===== src/rtl/p_layer_pkg.sv =====
`default_nettype none
// ============================================================================
// Module      : p_layer_pkg
// Description : Shared types and helpers for the iterative PRESENT-style
//               p-layer engine: FSM state encoding, permutation index
//               function and state-width legality constants.
// Revision    : 1.0 - initial release
// ============================================================================
package p_layer_pkg;

    // Width legality: the permutation needs WIDTH/4 as a stride and at
    // least two nibbles to be meaningful.
    localparam int c_MIN_WIDTH   = 8;
    localparam int c_WIDTH_ALIGN = 4;

    // Explicit state encoding, shared by the enum below.
    localparam logic [1:0] c_ST_IDLE = 2'd0;
    localparam logic [1:0] c_ST_RUN  = 2'd1;
    localparam logic [1:0] c_ST_DONE = 2'd2;

    typedef enum logic [1:0] {
        IDLE = c_ST_IDLE,
        RUN  = c_ST_RUN,
        DONE = c_ST_DONE
    } state_t;

    // P(i) = (i*WIDTH/4) mod (WIDTH-1); the top bit is a fixed point.
    function automatic int perm_idx(input int i, input int width);
        if (i == width - 1) begin
            return width - 1;
        end
        return (i * (width / 4)) % (width - 1);
    endfunction

    function automatic bit width_ok(input int width);
        return ((width % c_WIDTH_ALIGN) == 0) && (width >= c_MIN_WIDTH);
    endfunction

endpackage
`default_nettype wire


===== src/rtl/p_perm.sv =====
`default_nettype none
// ============================================================================
// Module      : p_perm
// Description : Single combinational application of the p-layer bit
//               permutation, forward or inverse, for any legal WIDTH.
// Revision    : 1.0 - initial release
// ============================================================================
module p_perm
    import p_layer_pkg::*;
#(
    parameter int WIDTH = 64
) (
    input  logic [WIDTH-1:0] in,
    input  logic             inv,
    output logic [WIDTH-1:0] out
);

    logic [WIDTH-1:0] w_fwd;
    logic [WIDTH-1:0] w_inv;

    // Pure wiring: every output bit is routed from exactly one input bit.
    for (genvar i = 0; i < WIDTH; i++) begin : g_bit
        localparam int c_P = perm_idx(i, WIDTH);
        assign w_fwd[c_P] = in[i];
        assign w_inv[i]   = in[c_P];
    end

    assign out = inv ? w_inv : w_fwd;

endmodule
`default_nettype wire


===== src/rtl/p_layer_iter.sv =====
`default_nettype none
// ============================================================================
// Module      : p_layer_iter
// Description : Iterative p-layer engine. Accepts a word, direction and
//               iteration count, applies the permutation once per clock and
//               presents the result behind a valid/ready handshake.
// Revision    : 1.0 - initial release
// ============================================================================
module p_layer_iter
    import p_layer_pkg::*;
#(
    parameter int WIDTH  = 64,
    parameter int ITER_W = 5
) (
    input  logic              clk,
    input  logic              rst,
    input  logic              in_valid,
    output logic              in_ready,
    input  logic [WIDTH-1:0]  in_data,
    input  logic              in_inv,
    input  logic [ITER_W-1:0] in_iter,
    output logic              out_valid,
    input  logic              out_ready,
    output logic [WIDTH-1:0]  out_data,
    output logic              busy
);

    // Reject illegal state widths at elaboration.
    if (!width_ok(WIDTH)) begin : g_width_check
        $error("p_layer_iter: WIDTH must be a multiple of 4 and at least 8");
    end

    state_t             r_state;
    state_t             w_state_nxt;
    logic [WIDTH-1:0]   r_data;
    logic [ITER_W-1:0]  r_count;
    logic               r_inv;
    logic [WIDTH-1:0]   w_perm;
    logic               w_accept;

    p_perm #(
        .WIDTH (WIDTH)
    ) u_perm (
        .in  (r_data),
        .inv (r_inv),
        .out (w_perm)
    );

    // State register.
    always_ff @(posedge clk) begin
        if (rst) begin
            r_state <= IDLE;
        end else begin
            r_state <= w_state_nxt;
        end
    end

    // Next-state and handshake outputs; DONE can hand off directly to a new load.
    always_comb begin
        w_state_nxt = r_state;
        in_ready    = 1'b0;
        out_valid   = 1'b0;
        busy        = 1'b0;
        w_accept    = 1'b0;
        case (r_state)
            IDLE: begin
                in_ready = ~rst;
                w_accept = in_valid & ~rst;
                if (w_accept) begin
                    w_state_nxt = (in_iter == '0) ? DONE : RUN;
                end
            end
            RUN: begin
                busy = 1'b1;
                if (r_count == ITER_W'(1)) begin
                    w_state_nxt = DONE;
                end
            end
            DONE: begin
                out_valid = 1'b1;
                in_ready  = out_ready & ~rst;
                w_accept  = in_valid & out_ready & ~rst;
                if (w_accept) begin
                    w_state_nxt = (in_iter == '0) ? DONE : RUN;
                end else if (out_ready) begin
                    w_state_nxt = IDLE;
                end
            end
            default: begin
                w_state_nxt = IDLE;
            end
        endcase
    end

    // Datapath: load on accept, otherwise permute and count down while running.
    always_ff @(posedge clk) begin
        if (rst) begin
            r_data  <= '0;
            r_count <= '0;
            r_inv   <= 1'b0;
        end else if (w_accept) begin
            r_data  <= in_data;
            r_count <= in_iter;
            r_inv   <= in_inv;
        end else if (r_state == RUN && r_count != '0) begin
            r_data  <= w_perm;
            r_count <= r_count - ITER_W'(1);
        end
    end

    assign out_data = r_data;

endmodule
`default_nettype wire


===== config.mk =====
export PLATFORM = sky130hd
export DESIGN_NAME = p_layer_iter
export DESIGN_NICKNAME = d
export VERILOG_FILES = /design/src/rtl/p_layer_pkg.sv /design/src/rtl/p_perm.sv /design/src/rtl/p_layer_iter.sv
export SDC_FILE = /design/constraint.sdc
export NUM_CORES = 1
export LEC_CHECK = 0
export CORE_UTILIZATION = 29
export CTS_CLUSTER_SIZE = 40
export DETAILED_ROUTE_END_ITERATION = 12
export PLACE_DENSITY = 0.54
export SLEW_MARGIN = 20
export SYNTH_ARGS = -nofsm -noshare
export SYNTH_HDL_FRONTEND = slang
export SYNTH_SLANG_ARGS = --single-unit
export TNS_END_PERCENT = 5

===== constraint.sdc =====
create_clock -name clk -period 3.2 [get_ports clk]
set_input_delay 0.64 -clock clk [delete_from_list [all_inputs] [get_ports clk]]
set_output_delay 0.64 -clock clk [all_outputs]
set_load 0.01 [all_outputs]

# Yosys cells after proc, flatten, opt, wreduce, memory -nomap -nowiden
# Index checks and enable logic that the tools add are counted.
[op_classes]
addsub = 1
multipliers = 0
div = 0
order_cmp = 0
n_eq_ne = 6
shifts = 0
mux = 15
n_bitwise = 5
n_reduce_logical = 6
[op_table]
columns = ["cell", "count"]
rows = [
  ["2-to-1 mux 64 bit", 2],
  ["2-to-1 mux 63 bit", 1],
  ["2-to-1 mux 2 bit", 5],
  ["2-to-1 mux 5 bit", 2],
  ["one-hot mux 2 bit (3 select lines)", 1],
  ["== test 5 x 1 -> 1 bit, second input constant", 1],
  ["zero test 5 bit", 1],
  ["nonzero test 5 bit", 1],
  ["subtractor 5 x 1 -> 5 bit, second input constant", 1],
  ["AND 1 bit", 4],
  ["inequality test 2 bit, second input constant", 2],
  ["one-hot mux 1 bit (2 select lines)", 2],
  ["inequality test 3 bit, second input constant", 1],
  ["AND reduction 3 bit", 1],
  ["== test 2 x 1 -> 1 bit, second input constant", 1],
  ["== test 2 bit, second input constant", 1],
  ["zero test 2 bit", 1],
  ["2-to-1 mux 1 bit", 2],
  ["nonzero test 2 bit", 1],
  ["logical AND 1 bit", 1],
  ["inverter 1 bit", 1],
]
[word_totals]
register_bits = 72
latchBits = 0
mem_bits_rw = 0
rom_bits = 0
in_bits = 74
out_inout_bits = 67
memories = 0

# Depth between registers and ports, before layout
# Gate-level depths: netlist of the first run.
[depth]
depth_word = 4
ltp_mapped = 7
mapped_depth_nobuf = 5

# Modules after synthesis
# From an unflattened synthesis of the first run, not the netlist that was laid out.
[hier_totals]
hier_cells = 416
hier_area_um2 = 4423.0
[by_module_without_submodules]
columns = ["mod", "n_inst", "cells_per_inst", "area_each_um2", "seq_area_each_um2"]
rows = [
  ["p_layer_iter", 1, 345, 3360.7, 1441.4],
  ["p_perm", 1, 71, 1062.3, 0.0],
]

# Worst setup path after synthesis of the first run
# Ideal clock, no wire load.
[synth_path]
path_kind = "in2out"
start = "in rst"
end = "out in_ready"
arrival_ps = 1154
required_ps = 2560
setup_slack_ps = 1406
path_stages = 2
cell_sequence = "buf_1 -> nor3_1"
[synth_via]
elab_chain_cells = 3
[synth_rtl]
columns = ["item", "line", "source"]
rows = [
  ["start: declaration", "p_layer_iter.sv:16", "input logic rst,"],
  ["inverter 1 bit (*)", "p_layer_iter.sv:67, p_layer_iter.sv:81", ""],
  ["AND 1 bit", "p_layer_iter.sv:81", "in_ready = out_ready & ~rst;"],
  ["one-hot mux 1 bit (2 select lines) (*)", "p_layer_iter.sv:65", "case (r_state)"],
  ["end: declaration", "p_layer_iter.sv:18", "output logic in_ready,"],
]
# Mark *: on every way between the ends. The rest lies on a longest branch, timed or not.

# Worst setup path in the final report of the first run
[layout_path]
start = "in out_ready"
end = "out in_ready"
[layout_via]
elab_chain_cells = 2
[layout_rtl]
columns = ["item", "line", "source"]
rows = [
  ["start: declaration", "p_layer_iter.sv:23", "input logic out_ready,"],
  ["AND 1 bit", "p_layer_iter.sv:81", ""],
  ["one-hot mux 1 bit (2 select lines)", "p_layer_iter.sv:65", ""],
]
# No other way between the ends.

==> flow_metrics.py, run 1 <==
metrics = {
    "outcome": {
        "outcome": "completed",
    },
    "routing": {
        "drtPass1Iterations": 4,
        "post-route-drc-count": 0,
        "vias_per_cell": 4.73,
        "routedWlPerCell_um": 14.3,
        "drt-total-wl_um": 10200,
        "vias": 3355,
        "drt_iter0_drc": 134,
        "ant_nets": 0,
    },
    "global_routing": {
        "track_usage": 0.155,
        "grt_overflow": 0,
        "globalRouteMet3Util": 0.0623,
        "gr-usage-met2": 0.265,
        "met1_usage": 0.179,
        "grt_pass1_vias": 3349,
        "antenna_found_initial": 0,
        "grt.busiest_layer": "met2",
        "grt_start_max_net_pins": 69,
        "grt_pass1_wl_um": 16200,
    },
    "critical_path": {
        "arrival_ns": 1.90,
        "r2r_slack_ns": 1.25,
        "cp_cell_sequence": "clkdlybuf4s50_1 -> nor2b_1 -> nor3_1 -> clkdlybuf4s50_1",
        "endpoint_kind": "primary output",
        "crit_required_ns": 2.56,
        "cp_top_family": "buffers and inverters",
        "crit_top_cell": "clkdlybuf4s50_1",
        "crit_fanout": 3,
        "crit_path_max_incr_delay_ns": 0.56,
        "cp_num_buf_inv": 2,
        "path_class": "in -> out",
        "start_kind": "input port",
        "crit_slowest_cell": "clkdlybuf4s50_1",
    },
    "logic_synthesis": {
        "yosys.cell_types.count": 33,
        "ys_seq_area_frac": 0.376,
        "synth_seq_cells": 72,
        "syn_nets": 481,
        "netlist_area_um2": 3840,
        "syn_area_per_cell_um2": 9.48,
        "synthCells": 405,
        "yosysWarnings": 0,
    },
    "place": {
        "dp_slack_ns": 0.656,
        "io_buffers": 140,
        "routabilityCongestion": 0.754,
        "hpwl_um": 7050,
    },
    "cells_and_area": {
        "area_delta_synth_final_pct": 46.7,
        "diodes": 0,
        "drive_gt1_frac": 0.166,
        "fill_cells": 1264,
        "final_nets": 610,
    },
    "timing": {
        "post-route-min-period_ns": 2.54,
        "worstMarginPinSlew_ns": 0.527,
        "rsz0062_at_grt": "no",
        "tns_ns": 0,
        "slew_headroom": 0.649,
        "finalCritPeriodShare": 0.795,
        "max_freq_ghz": 0.393,
        "fin_worst_skew_ns": 0.00522,
        "setup_viol": 0,
        "final_hold_viol_count": 0,
        "slew_viol_final": 0,
        "layout_setup_ws_ns": 0.656,
    },
    "power_and_ir_drop": {
        "vdd_drop_max_uv": 299,
        "seq_power_share": 0.408,
        "swShare": 0.271,
        "p_leak_nw": 1.98,
        "intPower_mw": 1.89,
        "power_frac_comb": 0.246,
        "clkPwrFrac": 0.346,
        "power.density_nw_per_um2": 461,
        "switchingPower_mw": 0.703,
    },
    "clock_network": {
        "clk-insertion-delay-late_ns": 0.34,
        "hold_buffers": 0,
        "cts_setup_buffers": 0,
        "ctsResizeCount": 0,
        "cts_buffer_depth": 2,
        "cts-root-buf": "clkbuf_16",
        "clkTransAtPathRegs_ns": 0.05,
        "cts_tree": "yes",
        "cts_buffers": 9,
        "clock-sinks": 72,
        "h-tree-depth": 3,
    },
    "floorplanning": {
        "fp.dieH_um": 117,
        "io_pins": 141,
        "die_w_um": 117,
        "die-area_um2": 13700,
        "core_um2": 12800,
        "rows": 41,
        "start_util": 0.300,
    },
    "worst_hold_path": {
        "hold_class": "reg -> reg",
    },
    "flow_run": {
        "cap_violations": 0,
    },
}
[tightest hold or removal path, cell delays in order, from the launching register on]
cell,delay (ns)
dfxtp_1,0.31
nand2b_1,0.06
o21ai_0,0.06
[power by group through the flow]
stage / logic, mW / clock network, mW / registers [mW]
detailed placement: 0.646 / 0 / 1.08
global placement: 0.638 / 0 / 1.07
finish: 0.637 / 0.898 / 1.06
floorplan: 0.338 / 0 / 1.08
global route: 0.697 / 0.977 / 1.07
CTS: 0.648 / 0.934 / 1.06
[flip-flops by register name, indices dropped and copies added, names as in the netlist]
register / flops
out_data: 64
r_count: 5
r_state: 2
r_inv: 1
[layout by cell type (no fill, tap or decap)]
| cell type | count |
|---|---|
| nor3_1 | 5 |
| clkbuf_16 | 9 |
| nand2b_2 | 2 |
| clkbuf_8 | 1 |
| a2bb2oi_1 | 1 |
| mux2i_1 | 62 |
| and3_1 | 1 |
| and3_2 | 1 |
| nor4_1 | 2 |
| nor3_2 | 1 |
| clkdlybuf4s50_1 | 140 |
| nor2b_1 | 2 |
| a22o_1 | 1 |
| nand2b_1 | 7 |
| a221oi_2 | 1 |
| o22ai_1 | 1 |
| buf_12 | 3 |
| nor2_1 | 5 |
| dfxtp_1 | 71 |
| nand3b_1 | 1 |
| a21oi_4 | 1 |
| mux2_2 | 61 |
| o31a_1 | 1 |
| o21ai_0 | 28 |
| ha_1 | 2 |
| a32oi_1 | 1 |
| clkinv_2 | 1 |
| clkbuf_1 | 3 |
| o21ai_1 | 38 |
| buf_4 | 5 |
| a21oi_1 | 2 |
| dfxtp_2 | 1 |
| nand3_1 | 1 |
| inv_1 | 6 |
| nand2_1 | 67 |
| a2111oi_2 | 2 |
[cell type report]
cell class / instances / area [um^2] / area share
clock buffers: 13 / 250 / 0.0445
inverters: 6 / 22.5 / 0.00400
clock inverters: 1 / 5.00 / 0.000889
repair buffers: 148 / 1500 / 0.266
multi-input cells: 297 / 2190 / 0.390
well taps: 172 / 215 / 0.0382
flip-flops and latches: 72 / 1440 / 0.256
[metal layers]
metal	vias to the layer above	wire [um]	part of all wire
met4	0	70	0.0069
met2	84	4810	0.47
li1	1686	-	-
met5	-	0	0
met3	8	658	0.065
met1	1577	4630	0.46
[synth_stat cells, drive strengths merged]
master | number | area share
a2111oi | 2 | 0.0078
a221oi | 1 | 0.0039
nand3b | 1 | 0.0020
nor2b | 2 | 0.0033
inv | 6 | 0.0059
nor4 | 2 | 0.0033
nand3 | 1 | 0.0013
a21oi | 3 | 0.0068
nor3 | 6 | 0.0091
nand2b | 9 | 0.015
buf | 20 | 0.038
clkbuf | 10 | 0.0098
a22o | 1 | 0.0023
mux2 | 61 | 0.18
ha | 2 | 0.0065
nand2 | 67 | 0.066
dfxtp | 72 | 0.38
and3 | 2 | 0.0033
a2bb2oi | 1 | 0.0023
o21ai | 66 | 0.086
a32oi | 1 | 0.0023
nor2 | 5 | 0.0049
o31a | 1 | 0.0023
o22ai | 1 | 0.0016
mux2i | 62 | 0.16
[final timing paths]
kind,start,to,depth (start not counted)
worst max-delay path,out_ready,in_ready,4
worst min-delay path,out_data[0],out_data[0],2
worst max register to register,r_count[0],r_count[3],6
worst min register to register,out_data[0],out_data[0],2
[kinds of logic after synthesis]
group | synth area share
DFF | 0.376
adders and majority gates | 0.00652
muxes | 0.341
buffers and inverters | 0.0538
and+or+nand+nor | 0.108
AOI/OAI and AO/OA | 0.115
[through the flow]
stage	util	area (um^2)	hold WS, ns	instances	total power, mW
2_1_floorplan	-	3840	0.486	405	1.42
3_3_place_gp	0.421	5370	0.466	695	1.71
3_5_place_dp	0.421	5370	0.469	695	1.72
4_1_cts	0.441	5630	0.481	709	2.64
5_1_grt	0.441	5630	0.517	709	2.75
6_report	0.441	5630	0.479	709	2.59
Power figures use the tool's default switching activity.
==> inputs of run 2 (changes only) <==
--- a/config.mk
+++ b/config.mk
@@ -8,7 +8,7 @@
 export CORE_UTILIZATION = 29
 export CTS_CLUSTER_SIZE = 40
 export DETAILED_ROUTE_END_ITERATION = 12
-export PLACE_DENSITY = 0.54
+export PLACE_DENSITY = 0.56
 export SLEW_MARGIN = 20
 export SYNTH_ARGS = -nofsm -noshare
 export SYNTH_HDL_FRONTEND = slang
==> constraint.sdc (replaced) <==
create_clock -name clk -period 2.1 [get_ports clk]
set_input_delay 0.42 -clock clk [delete_from_list [all_inputs] [get_ports clk]]
set_output_delay 0.42 -clock clk [all_outputs]
set_load 0.01 [all_outputs]
==> run 2 against run 1 <==
  * Die area stayed put
  * Clock-buffer cell count is 1 lower
  * Routed wire length is 1.8% lower
  * Clock power increased by 55%
  * Utilization rose by 0.68 points
  * Via count fell by 1.3%
  * Critical path depth shrank 1
  * Total power rose by 54%
  * Clock skew hardly changed
  * Global-route usage decreased by 0.32 points
  * Final area is 1.5% higher
  * Largest power group unchanged
  * Highest routed layer unchanged
==> flow_metrics.py, run 2 (synthesis results as in run 1) <==
metrics = {
    "cells_and_area": {
        "diodes": 0,
        "final_nets": 617,
        "largest_register_ffs": 64,
        "area_delta_synth_final_pct": 48.9,
        "final_common_cell": "clkdlybuf4s50_1",
        "fill_cells": 1261,
        "drive_gt1_frac": 0.179,
        "final_cell_mix": "clkdlybuf4s50_1, dfxtp_1, nand2_1",
        "instances_no_fill": 715,
    },
    "power_and_ir_drop": {
        "swShare": 0.268,
        "seq_power_share": 0.401,
        "power_frac_comb": 0.252,
        "power.density_nw_per_um2": 699,
        "clkPwrFrac": 0.348,
        "intPower_mw": 2.92,
        "switchingPower_mw": 1.07,
        "p_leak_nw": 2.04,
        "vdd_drop_max_uv": 423,
    },
    "global_routing": {
        "grt_pass1_wl_um": 16000,
        "track_usage": 0.151,
        "antenna_found_initial": 0,
        "grt_pass1_vias": 3314,
        "grt_start_max_net_pins": 41,
        "grt_overflow": 0,
    },
    "timing": {
        "post-route-min-period_ns": 1.94,
        "worstMarginPinSlew_ns": 0.523,
        "fin_worst_skew_ns": 0.00490,
        "final_hold_viol_count": 0,
        "setup_viol": 0,
        "finalCritPeriodShare": 0.922,
        "slew_headroom": 0.651,
        "slew_viol_final": 0,
        "rsz0062_at_grt": "no",
        "tns_ns": 0,
        "max_freq_ghz": 0.516,
    },
    "floorplanning": {
        "core_um2": 12800,
        "fp.dieH_um": 117,
        "die-area_um2": 13700,
        "rows": 41,
        "io_pins": 141,
        "start_util": 0.300,
        "die_w_um": 117,
    },
    "clock_network": {
        "cts_tree": "yes",
        "cts_buffer_depth": 2,
        "h-tree-depth": 3,
        "cts_buffers": 9,
        "cts-root-buf": "clkbuf_16",
        "hold_buffers": 0,
        "clkTransAtPathRegs_ns": 0.05,
        "clock-sinks": 72,
        "clk-insertion-delay-late_ns": 0.33,
    },
    "routing": {
        "post-route-drc-count": 0,
        "drtPass1Iterations": 4,
        "drt_iter0_drc": 116,
        "vias": 3312,
        "vias_per_cell": 4.63,
        "drt-total-wl_um": 9970,
        "ant_nets": 0,
        "routedWlPerCell_um": 13.9,
    },
    "critical_path": {
        "reg2reg_to": "out_data[46]",
        "reg2reg_depth": 6,
        "start_kind": "flip-flop",
        "cp_num_buf_inv": 2,
        "r2r_slack_ns": 0.17,
        "cp_cell_sequence": "nand2b_2 -> inv_1 -> clkdlybuf4s50_1",
        "arrival_ns": 1.52,
        "crit_required_ns": 1.68,
        "cp_top_family": "buffers and inverters",
        "endpoint_kind": "primary output",
        "crit_slowest_cell": "clkdlybuf4s50_1",
        "path_class": "reg -> out",
        "crit_start": "r_state[0]",
        "crit_fanout": 7,
        "crit_path_end": "busy",
        "r2r_start": "r_count[0]",
        "cp.depth": 3,
        "crit_path_max_incr_delay_ns": 0.53,
    },
    "worst_hold_path": {
        "hold_class": "reg -> reg",
    },
    "flow_run": {
        "cap_violations": 0,
    },
    "place": {
        "dpl.cell_count": 702,
        "hpwl_um": 7130,
        "routabilityCongestion": 0.708,
        "io_buffers": 140,
    },
    "outcome": {
        "outcome": "completed",
    },
}
-- run 2: area by class of cell --
cell class	instances	area (um^2)	share of cell area
multi-input cells	297	2190	0.384
repair buffers	155	1580	0.276
flip-flops and latches	72	1440	0.252
clock buffers	12	256	0.0449
well taps	172	215	0.0377
inverters	6	22.5	0.00394
clock inverters	1	5.00	0.000876
-- run 2: worst min path at each step --
| stage | startpoint | endpoint | depth (start not counted) |
|---|---|---|---|
| 6_report | out_data[21] | out_data[21] | 2 |
| 5_1_grt | out_data[0] | out_data[0] | 2 |
| 4_1_cts | out_data[63] | out_data[63] | 2 |
| 3_5_place_dp | out_data[21] | out_data[21] | 2 |
| 3_3_place_gp | out_data[42] | out_data[42] | 2 |
| 2_1_floorplan | r_count[3] | r_count[3] | 2 |
-- run 2: power by group through the flow --
stage	Sequential (mW)	Combinational (mW)	Clock (mW)
floorplan	1.65	0.516	0
global placement	1.62	1.01	0
CTS	1.60	1.02	1.44
finish	1.60	1.01	1.39
global route	1.62	1.10	1.50
detailed placement	1.63	1.02	0
-- run 2: tightest hold or removal path, stage by stage (launching register included) --
cell and delay (ns):
dfxtp_1 0.31, nand2b_1 0.06, o21ai_0 0.06
-- run 2: routing by layer --
| layer | up-vias | global-route usage | part of all wire |
|---|---|---|---|
| met5 | - | 0 | 0 |
| met4 | 0 | 0.0405 | 0.0086 |
| met3 | 6 | 0.0577 | 0.063 |
| met2 | 81 | 0.257 | 0.47 |
| met1 | 1530 | 0.179 | 0.46 |
| li1 | 1695 | - | - |
-- run 2: repair_timing --
item                                    4_1_cts  5_1_grt
endpoints found under the setup margin        0        1
resized for setup                             0        1
buffers inserted                              0        0
-- run 2: stage by stage --
step                hold slack [ns]  total power, mW  cell area, um^2  worst slack [ns]  utilization
finish                        0.475             3.99             5710             0.164        0.447
global route                  0.495             4.22             5710          0.000757        0.447
CTS                           0.480             4.06             5710            0.0153        0.447
detailed placement            0.467             2.65             5450            0.0120        0.427
global placement              0.465             2.63             5450            0.0338        0.427
floorplan                     0.486             2.16             3840             0.535            -
==> inputs of run 3 (changes only) <==
--- a/config.mk
+++ b/config.mk
@@ -6,7 +6,6 @@
 export NUM_CORES = 1
 export LEC_CHECK = 0
 export CORE_UTILIZATION = 29
-export CTS_CLUSTER_SIZE = 40
 export DETAILED_ROUTE_END_ITERATION = 12
 export PLACE_DENSITY = 0.56
 export SLEW_MARGIN = 20
==> results of run 3 <==
No change in the layout: final DEF, timing and power equal those of run 2.
